`src/rtl/alu_seq_pkg.sv`:
```
// Shared types and helpers for the serial ALU sequencer: state/payload enums, word geometry, parity.
// Words are 10 bits, MSB first: {payload type, byte, even parity over the upper nine bits}.
package alu_seq_pkg;

    typedef enum logic [2:0] {
        IDLE     = 3'd0,
        SEND     = 3'd1,
        WAIT_RSP = 3'd2,
        RECV     = 3'd3,
        DONE     = 3'd4
    } state_t;

    typedef enum logic {
        DATA = 1'b0,
        CMD  = 1'b1
    } ptype_t;

    localparam int WORD_W      = 10;
    localparam int FRAME_WORDS = 3;
    localparam int FRAME_W     = WORD_W * FRAME_WORDS;

    function automatic logic parity(input logic [WORD_W-2:0] x);
        return ^x;
    endfunction

    function automatic logic [WORD_W-1:0] mk_word(input ptype_t t, input logic [7:0] b);
        return {t, b, parity({t, b})};
    endfunction

endpackage

```
`src/rtl/alu_seq_deser.sv`:
```
// Receive shifter: collects the 30-bit response frame MSB first and flags per-word parity errors.
// Zero latency on outputs (decoded straight from the register); no backpressure, shifts whenever enabled.
module alu_seq_deser
    import alu_seq_pkg::*;
(
    input  logic       clk,
    input  logic       rst_n,
    input  logic       clr,
    input  logic       shift_en,
    input  logic       din,
    output logic [7:0] status,
    output logic [7:0] data_msb,
    output logic [7:0] data_lsb,
    output logic [2:0] par_err
);

    logic [FRAME_W-1:0] frame;

    always_ff @(posedge clk) begin
        if (!rst_n) begin
            frame <= '0;
        end else if (clr) begin
            frame <= '0;
        end else if (shift_en) begin
            frame <= {frame[FRAME_W-2:0], din};
        end
    end

    // Word 2 is the status word (received first), word 0 the data LSB word.
    always_comb begin
        par_err = '0;
        for (int i = 0; i < FRAME_WORDS; i++) begin
            par_err[i] = parity(frame[i*WORD_W+1 +: WORD_W-1]) != frame[i*WORD_W];
        end
    end

    assign status   = frame[2*WORD_W+1 +: 8];
    assign data_msb = frame[WORD_W+1 +: 8];
    assign data_lsb = frame[1 +: 8];

endmodule

```
`src/rtl/alu_seq_ctrl.sv`:
```
// Serial ALU sequencer: accepts one request, shifts out A/B/op words, deserialises status/MSB/LSB response.
// Response valid the cycle after the last received bit, held until rsp_ready; ALU_SEQ_TIMEOUT_EN adds a WAIT_RSP watchdog.
module alu_seq_ctrl
    import alu_seq_pkg::*;
#(
    parameter int unsigned TIMEOUT_CYC = 255
) (
    input  logic        clk,
    input  logic        rst_n,
    input  logic        req_valid,
    output logic        req_ready,
    input  logic [7:0]  req_a,
    input  logic [7:0]  req_b,
    input  logic [7:0]  req_op,
    output logic        rsp_valid,
    input  logic        rsp_ready,
    output logic [7:0]  rsp_status,
    output logic [15:0] rsp_data,
    output logic        rsp_par_err,
    output logic        rsp_timeout,
    output logic        alu_enable_n,
    output logic        alu_din,
    input  logic        alu_dout,
    input  logic        alu_dout_valid
);

    state_t             state, state_nxt;
    logic [4:0]         bit_cnt;
    logic [FRAME_W-1:0] tx_frame;
    logic               accept;
    logic               shift_en;
    logic               timeout_hit;
    logic [7:0]         rx_msb, rx_lsb;
    logic [2:0]         rx_par_err;

    assign accept = (state == IDLE) && req_valid;

    always_ff @(posedge clk) begin
        if (!rst_n) begin
            state    <= IDLE;
            bit_cnt  <= '0;
            tx_frame <= '0;
        end else begin
            state <= state_nxt;
            if (state_nxt != state) begin
                bit_cnt <= '0;
            end else if (bit_cnt != 5'd31) begin
                bit_cnt <= bit_cnt + 5'd1;
            end
            if (accept) begin
                tx_frame <= {mk_word(DATA, req_a), mk_word(DATA, req_b), mk_word(CMD, req_op)};
            end else if (state == SEND) begin
                tx_frame <= {tx_frame[FRAME_W-2:0], 1'b0};
            end
        end
    end

    always_comb begin
        state_nxt    = state;
        req_ready    = 1'b0;
        rsp_valid    = 1'b0;
        alu_enable_n = 1'b1;
        alu_din      = 1'b0;
        shift_en     = 1'b0;
        case (state)
            IDLE: begin
                req_ready = 1'b1;
                if (req_valid) state_nxt = SEND;
            end
            SEND: begin
                alu_enable_n = 1'b0;
                alu_din      = tx_frame[FRAME_W-1];
                if (bit_cnt == 5'(FRAME_W - 1)) state_nxt = WAIT_RSP;
            end
            WAIT_RSP: begin
                // The first valid edge already carries status bit 9.
                if (alu_dout_valid) begin
                    shift_en  = 1'b1;
                    state_nxt = RECV;
                end else if (timeout_hit) begin
                    state_nxt = DONE;
                end
            end
            RECV: begin
                shift_en = 1'b1;
                if (bit_cnt == 5'(FRAME_W - 2)) state_nxt = DONE;
            end
            DONE: begin
                rsp_valid = 1'b1;
                if (rsp_ready) state_nxt = IDLE;
            end
            default: state_nxt = IDLE;
        endcase
    end

    // Cleared on acceptance so a timed-out response reads back as all zeros with clean parity.
    alu_seq_deser u_deser (
        .clk      (clk),
        .rst_n    (rst_n),
        .clr      (accept),
        .shift_en (shift_en),
        .din      (alu_dout),
        .status   (rsp_status),
        .data_msb (rx_msb),
        .data_lsb (rx_lsb),
        .par_err  (rx_par_err)
    );

    assign rsp_data    = {rx_msb, rx_lsb};
    assign rsp_par_err = |rx_par_err;

`ifdef ALU_SEQ_TIMEOUT_EN
    logic [31:0] wait_cnt;
    logic        timeout_q;

    always_ff @(posedge clk) begin
        if (!rst_n) begin
            wait_cnt  <= '0;
            timeout_q <= 1'b0;
        end else begin
            wait_cnt <= (state == WAIT_RSP) ? wait_cnt + 32'd1 : '0;
            if (accept) begin
                timeout_q <= 1'b0;
            end else if (timeout_hit && !alu_dout_valid) begin
                timeout_q <= 1'b1;
            end
        end
    end

    assign timeout_hit = (state == WAIT_RSP) && (wait_cnt == 32'(TIMEOUT_CYC - 1));
    assign rsp_timeout = timeout_q;
`else
    logic [31:0] unused_timeout_cyc;

    assign unused_timeout_cyc = 32'(TIMEOUT_CYC);
    assign timeout_hit        = 1'b0;
    assign rsp_timeout        = 1'b0;
`endif

endmodule

```
`config.mk`:
```
export PLATFORM = sky130hd
export DESIGN_NAME = alu_seq_ctrl
export DESIGN_NICKNAME = d
export VERILOG_FILES = /design/src/rtl/alu_seq_pkg.sv /design/src/rtl/alu_seq_deser.sv /design/src/rtl/alu_seq_ctrl.sv
export SDC_FILE = /design/constraint.sdc
export NUM_CORES = 1
export LEC_CHECK = 0
export CAP_MARGIN = 20
export CORE_MARGIN = 3
export CORE_UTILIZATION = 35
export DETAILED_ROUTE_END_ITERATION = 12
export GPL_ROUTABILITY_DRIVEN = 0
export SYNTH_ARGS = -nofsm -noshare
export SYNTH_HDL_FRONTEND = slang
export SYNTH_SLANG_ARGS = --single-unit
```
`constraint.sdc`:
```
create_clock -name clk -period 2.7 [get_ports clk]
set_clock_uncertainty 0.2 [all_clocks]
set_input_delay 0.675 -clock clk [delete_from_list [all_inputs] [get_ports clk]]
set_output_delay 0.675 -clock clk [all_outputs]
set_load 0.05 [all_outputs]
```
==> summary.md, run 1 <==
## Global routing
* **initial antenna violation count** 0
* **total congestion overflow after global routing** 0
* **Tot GR Track Use** 0.128
* **global-route wire length before repair** 11600 µm
* **maximum number of pins on one net before global-route repair** 32
* **number of global-route vias before repair** 2526

## Finish
* **fraction of layout cells with a size suffix above 1** 0.0744
* **number of antenna diodes** 0
* **total of fill cells in the finished design** 960
* **number of nets at the end of the flow** 486
* **area delta synth->final** 19.5%

## Yosys
* **cell type with the largest total area after synthesis** sky130_fd_sc_hd__dfxtp_1
* **synthesized net count** 459
* **number of register bits inferred by synthesis** 68
* **Cells after Synth** 425
* **post-synth top area share** 0.402
* **distinct cell type count after synthesis** 34
* **Yosys warning total** 0
* **Seq/Total Area, Yosys** 0.402
* **cell types occupying the most area after synthesis** sky130_fd_sc_hd__dfxtp_1, sky130_fd_sc_hd__nand2_1, sky130_fd_sc_hd__xnor2_1
* **mean cell area of the mapped netlist** 7.97 µm²
* **Post-Syn Area** 3390 µm²

## Placed design
* **quantity of I/O buffers inserted on ports** 58
* **sum of net half-perimeters after detailed placement** 4720 µm
* **pre-CTS worst setup slack** 0.438 ns

## Route
* **DRT Pass-1 Iters** 4
* **DRT iter0 DRCs** 101
* **routed via count divided by cell count** 4.69
* **Via Count** 2746
* **DRC viols** 0
* **remaining antenna violation count after routing** 0
* **Total Routed Length** 6840 µm
* **average wire per cell in the routed design** 11.7 µm

## STA
* **setup repair after global routing missed its margin** no
* **time the worst path needs with I/O delays and setup** 2.58 ns
* **final setup violation count** 0
* **Hold WS** 0.267 ns
* **Hold Fails Final Rpt** 0
* **period utilisation layout** 0.955
* **final setup margin** 0.122 ns
* **worst slew margin relative to its limit** 0.632
* **upper clock frequency limit** 388 MHz
* **sum of negative setup slack** 0 ns
* **slew at the pin closest to its max-slew limit** 0.550 ns
* **Final Max Tran Viols** 0

## Worst setup path
* **Critical Path Start Type** flip-flop
* **category of the most critical setup path** flip-flop to output port
* **crit path DAT** 1.70 ns
* **largest fanout of any net on the critical path** 4
* **CP Data Required Time** 1.82 ns
* **Critical Path End Type** output port

## Floorplanning
* **starting density of the core** 0.363
* **die height** 104 µm
* **area of the core** 9330 µm²
* **chip width** 104 µm
* **area of the die** 10900 µm²
* **Ports** 60
* **Core Rows** 35

## Power and ir drop
* **Max VDD drop** 257 µV
* **sw frac** 0.271
* **power per cell area** 507 nW/µm²
* **portion of total power attributed to sequential cells** 0.522
* **static power due to leakage** 1.32 nW
* **cell internal pwr** 0.00150 W
* **logic gate share of total power** 0.127
* **switching component of the power** 0.000555 W
* **clock power share** 0.351

## Clock tree
* **TritonCTS clock tree** yes
* **Post-CTS Setup Inserts** 0
* **Max Buffers Root-to-Sink** 2
* **clock input transition at the sequential cells of the worst setup and hold paths** 0.08 ns
* **clock latency on the worst-skew pair** 0.34 ns
* **post-cts repair resize count** 0
* **number of buffers inserted during clock tree synthesis** 9
* **clock tree root buffer cell** sky130_fd_sc_hd__clkbuf_8
* **H-tree levels** 3
* **number of sinks driven by the clock tree** 68
* **CTS Hold Bufs** 0

## Min path
* **HP Class** flip-flop to flip-flop

## Status
* **status** finished clean

## Flow run
* **Max-cap violations** 0

-- synthesized netlist by cell type, drive strengths merged --
library cell / count
o211ai: 1
a211oi: 1
and3: 2
buf: 43
clkbuf: 7
nor3: 7
nand4: 1
conb: 1
and4: 1
o21ai: 26
nor2b: 1
a21oi: 35
o22ai: 2
xor2: 5
and2: 1
o21a: 2
nand2: 120
and2b: 1
xnor2: 46
dfxtp: 68
ha: 4
inv: 6
nand2b: 1
nor2: 11
a31oi: 25
nand4b: 1
mux2i: 3
nand3: 3
-- power groups by stage --
stage,registers (W),logic (W),clock network (W)
after CTS,0.00107,0.000265,0.000753
after detailed placement,0.00109,0.000264,0
after global placement,0.00109,0.000260,0
final,0.00107,0.000260,0.000719
after global routing,0.00108,0.000291,0.000799
after floorplan,0.00108,0.000182,0
-- routing by layer --
| metal | GRT usage | vias to the layer above | wire length (µm) |
|---|---|---|---|
| li1 | - | 1424 | - |
| met1 | 0.160 | 1251 | 3170 |
| met2 | 0.212 | 66 | 3250 |
| met3 | 0.0435 | 5 | 388 |
| met4 | 0.0342 | 0 | 33 |
| met5 | 0 | - | 0 |
-- worst max-delay path: stages, from the launching register on --
cell and delay [ns]:
sky130_fd_sc_hd__dfxtp_1 0.41, sky130_fd_sc_hd__xnor2_1 0.16, sky130_fd_sc_hd__xnor2_1 0.15, sky130_fd_sc_hd__xnor2_1 0.16, sky130_fd_sc_hd__xnor2_1 0.17, sky130_fd_sc_hd__nand3_1 0.15, sky130_fd_sc_hd__buf_12 0.18
-- state kept, by name (all words and copies together), names as in the netlist --
signal,flops
tx_frame,30
u_deser.frame,30
bit_cnt,5
state,3
-- per-stage QoR --
stage                     area (µm²)  power (W)  std cells  utilization
final                           4050    0.00205        586        0.434
after floorplan                 3390    0.00127        425            -
after global placement          3880    0.00135        570        0.416
after detailed placement        3880    0.00136        570        0.416
after CTS                       4050    0.00209        586        0.434
after global routing            4050    0.00217        586        0.434
-- worst paths after layout --
kind / start / endpoint / slack (ns) / depth (start not counted)
max: u_deser.frame[27]$_SDFFE_PP0P_ / rsp_par_err / 0.12 / 6
min: tx_frame[18]$_SDFFE_PN0P_ / tx_frame[19]$_SDFFE_PP0N_ / 0.27 / 2
max reg2reg: state[0]$_SDFF_PN0_ / tx_frame[0]$_SDFFE_PN0P_ / 0.85 / 7
min reg2reg: tx_frame[18]$_SDFFE_PN0P_ / tx_frame[19]$_SDFFE_PP0N_ / 0.27 / 2
-- layout by cell type, fill, tap and decap left out, types with 2 or more instances in the layout --
cell	n
sky130_fd_sc_hd__clkinvlp_4	2
sky130_fd_sc_hd__nor3_4	2
sky130_fd_sc_hd__nand2_1	119
sky130_fd_sc_hd__xor2_1	5
sky130_fd_sc_hd__clkinv_2	4
sky130_fd_sc_hd__inv_1	5
sky130_fd_sc_hd__a21oi_1	35
sky130_fd_sc_hd__ha_1	4
sky130_fd_sc_hd__o22ai_1	2
sky130_fd_sc_hd__and3_1	2
sky130_fd_sc_hd__nand3_1	3
sky130_fd_sc_hd__o21ai_0	24
sky130_fd_sc_hd__dfxtp_1	68
sky130_fd_sc_hd__nor3_1	5
sky130_fd_sc_hd__nor2_1	11
sky130_fd_sc_hd__buf_12	3
sky130_fd_sc_hd__buf_4	10
sky130_fd_sc_hd__xnor2_1	46
sky130_fd_sc_hd__clkbuf_8	9
sky130_fd_sc_hd__clkdlybuf4s50_1	53
sky130_fd_sc_hd__mux2i_1	3
sky130_fd_sc_hd__o21a_1	2
sky130_fd_sc_hd__a31oi_1	25
-- final cells by class --
type,instances,area (µm²),area share
multi-input cells,301,1670,0.412
flip-flops and latches,68,1360,0.336
repair buffers,66,666,0.165
well taps,129,161,0.0399
clock buffers,9,124,0.0306
clock inverters,7,43.8,0.0108
inverters,6,22.5,0.00557
-- kinds of logic (layout without fill, tap and decap cells) --
group | count (synthesis) | count (layout) | share of synthesized area
other cells | 1 | 1 | 0.00111
xor+xnor | 51 | 51 | 0.132
simple gates | 150 | 150 | 0.186
mux | 3 | 3 | 0.00887
buf+inv | 56 | 88 | 0.106
compound gates | 92 | 92 | 0.149
fa+ha+maj | 4 | 4 | 0.0148
flops | 68 | 68 | 0.402
(Power assumes the default switching activity.)
==> run 2: changes to the inputs <==
==> constraint.sdc (replaced) <==
create_clock -name clk -period 2.1 [get_ports clk]
set_clock_uncertainty 0.2 [all_clocks]
set_input_delay 0.525 -clock clk [delete_from_list [all_inputs] [get_ports clk]]
set_output_delay 0.525 -clock clk [all_outputs]
set_load 0.01 [all_outputs]
==> summary.md, run 2 (same netlist as run 1, synthesis figures left out) <==
## Floorplanning
* **area of the core** 9330 µm², unchanged
* **starting density of the core** 0.363, unchanged
* **chip width** 104 µm, unchanged
* **die height** 104 µm, unchanged
* **area of the die** 10900 µm², unchanged
* **Core Rows** 35, unchanged
* **Ports** 60, unchanged

## STA
* **upper clock frequency limit** 431 MHz
* **Final Max Tran Viols** 0, unchanged
* **setup repair after global routing missed its margin** yes
* **final setup margin** -0.218 ns, -0.340 ns
* **Hold WS** 0.252 ns, -0.0154 ns
* **Hold Fails Final Rpt** 0, unchanged
* **time the worst path needs with I/O delays and setup** 2.32 ns
* **period utilisation layout** 1.10
* **final setup violation count** 1, +1
* **sum of negative setup slack** -0.218 ns, -0.218 ns

## Worst setup path
* **category of the most critical setup path** flip-flop to output port
* **Critical Path Start Type** flip-flop
* **crit path DAT** 1.59 ns, -0.11 ns
* **Critical Path End Type** output port
* **largest fanout of any net on the critical path** 2, -2
* **CP Data Required Time** 1.37 ns, -0.45 ns

## Status
* **status** finished, violations left
* **failing checks** negative setup slack

## Finish
* **number of nets at the end of the flow** 524, +7.8%
* **total of fill cells in the finished design** 929, -3.2%
* **Final Util** 0.479, +0.0456
* **multi-input logic area** 1690 µm², +1.5%
* **most frequent cells in the layout** sky130_fd_sc_hd__nand2_1, sky130_fd_sc_hd__dfxtp_1, sky130_fd_sc_hd__xnor2_1, sky130_fd_sc_hd__buf_4, sky130_fd_sc_hd__clkdlybuf4s50_1
* **area delta synth->final** 32.1%
* **fraction of layout cells with a size suffix above 1** 0.174, +0.0993
* **number of antenna diodes** 0, unchanged
* **total area of sequential cells** 1380 µm², +1.3%
* **most common cell after layout, fill and taps aside** sky130_fd_sc_hd__nand2_1
* **registers with the most flip-flops** tx_frame x30, u_deser.frame x30, bit_cnt x5

## Route
* **average wire per cell in the routed design** 11.4 µm, -2.1%
* **DRT iter0 DRCs** 69, -32%
* **routed via count divided by cell count** 4.59, -2.0%
* **DRT Pass-1 Iters** 4, unchanged
* **Total Routed Length** 7120 µm, +4.2%
* **remaining antenna violation count after routing** 0, unchanged
* **Via Count** 2865, +4.3%
* **DRC viols** 0, unchanged

## Power and ir drop
* **power per cell area** 659 nW/µm², +30%
* **static power due to leakage** 1.86 nW, +40%
* **Max VDD drop** 392 µV, +52%
* **total power after layout** 0.00295 W, +44%

## Global routing
* **Tot GR Track Use** 0.130, +0.00165
* **number of global-route vias before repair** 2757, +9.1%
* **maximum number of pins on one net before global-route repair** 44, +38%
* **global-route wire length before repair** 12000 µm, +3.0%
* **total congestion overflow after global routing** 0, unchanged
* **initial antenna violation count** 0, unchanged

## Clock tree
* **TritonCTS clock tree** yes
* **H-tree levels** 3, unchanged
* **clock latency on the worst-skew pair** 0.34 ns, about the same
* **clock tree root buffer cell** sky130_fd_sc_hd__clkbuf_8
* **Max Buffers Root-to-Sink** 2, unchanged
* **CTS Hold Bufs** 0, unchanged
* **clock input transition at the sequential cells of the worst setup and hold paths** 0.08 ns, about the same
* **number of sinks driven by the clock tree** 68, unchanged
* **number of buffers inserted during clock tree synthesis** 9, unchanged

## Min path
* **HP Class** flip-flop to flip-flop

## Flow run
* **Max-cap violations** 0, unchanged

## Placed design
* **pre-CTS worst setup slack** -0.190 ns, -0.628 ns
* **sum of net half-perimeters after detailed placement** 4970 µm, +5.3%
* **quantity of I/O buffers inserted on ports** 58, unchanged

[run 2: changes by cell type in the layout (fill, tap and decap cells not counted), moves of 4 or more]
cell and change:
sky130_fd_sc_hd__buf_4 +33, sky130_fd_sc_hd__clkdlybuf4s50_1 -16, sky130_fd_sc_hd__clkinv_2 -4, sky130_fd_sc_hd__dfxtp_1 -12
sky130_fd_sc_hd__dfxtp_2 +11, sky130_fd_sc_hd__dlymetal6s2s_1 +15
[run 2: worst max-delay path, cell delays in order (launching register included)]
cell,delay [ns]
sky130_fd_sc_hd__dfxtp_2,0.34
sky130_fd_sc_hd__xnor2_2,0.14
sky130_fd_sc_hd__xnor2_1,0.22
sky130_fd_sc_hd__xnor2_1,0.16
sky130_fd_sc_hd__xnor2_1,0.15
sky130_fd_sc_hd__nand3_1,0.09
sky130_fd_sc_hd__buf_2,0.15
[run 2: metal layers]
metal / up-vias / routed length (µm) / GRT usage / share of wire
met4: 0 / 64 / 0.0503 / 0.0090
met2: 53 / 3430 / 0.224 / 0.48
li1: 1503 / - / - / -
met1: 1303 / 3360 / 0.156 / 0.47
met3: 6 / 266 / 0.0304 / 0.037
met5: - / 0 / 0 / 0
[run 2: worst paths after layout]
path | start | to | slack [ns] | cells past startpoint
max | u_deser.frame[27]$_SDFFE_PP0P_ | rsp_par_err | -0.22 | 6
min | tx_frame[29]$_SDFFE_PP0N_ | tx_frame[29]$_SDFFE_PP0N_ | 0.25 | 2
max reg2reg | bit_cnt[0]$_SDFFE_PP0P_ | bit_cnt[3]$_SDFFE_PP0P_ | 0.36 | 6
min reg2reg | tx_frame[29]$_SDFFE_PP0N_ | tx_frame[29]$_SDFFE_PP0N_ | 0.25 | 2
[run 2: timing repair]
| action | 4_1_cts | 5_1_grt |
|---|---|---|
| endpoints found under the setup margin | 6 | 23 |
| setup buffers | 0 | 2 |
| resized for setup | 13 | 33 |
| pin swaps | 5 | 10 |
[run 2: power breakdown]
part           leakage (nW)  internal, W  total [W]  switching [W]
logic                  1.18     0.000166   0.000333       0.000167
registers             0.561      0.00134    0.00137      0.0000294
clock network         0.117     0.000714    0.00124       0.000528
[run 2: area by class of cell]
cell class                      count  area share
Clock inverter                      6      0.0213
Multi-Input combinational cell    301       0.379
Clock buffer                       10      0.0308
Inverter                            6     0.00504
Timing Repair Buffer              104       0.220
Sequential cell                    68       0.308
Tap cell                          129      0.0361
[run 2: stage by stage]
step	instances	area [µm²]
3_3_place_gp	606	4160
2_1_floorplan	425	3390
6_report	624	4470
4_1_cts	622	4390
5_1_grt	624	4470
3_5_place_dp	606	4160
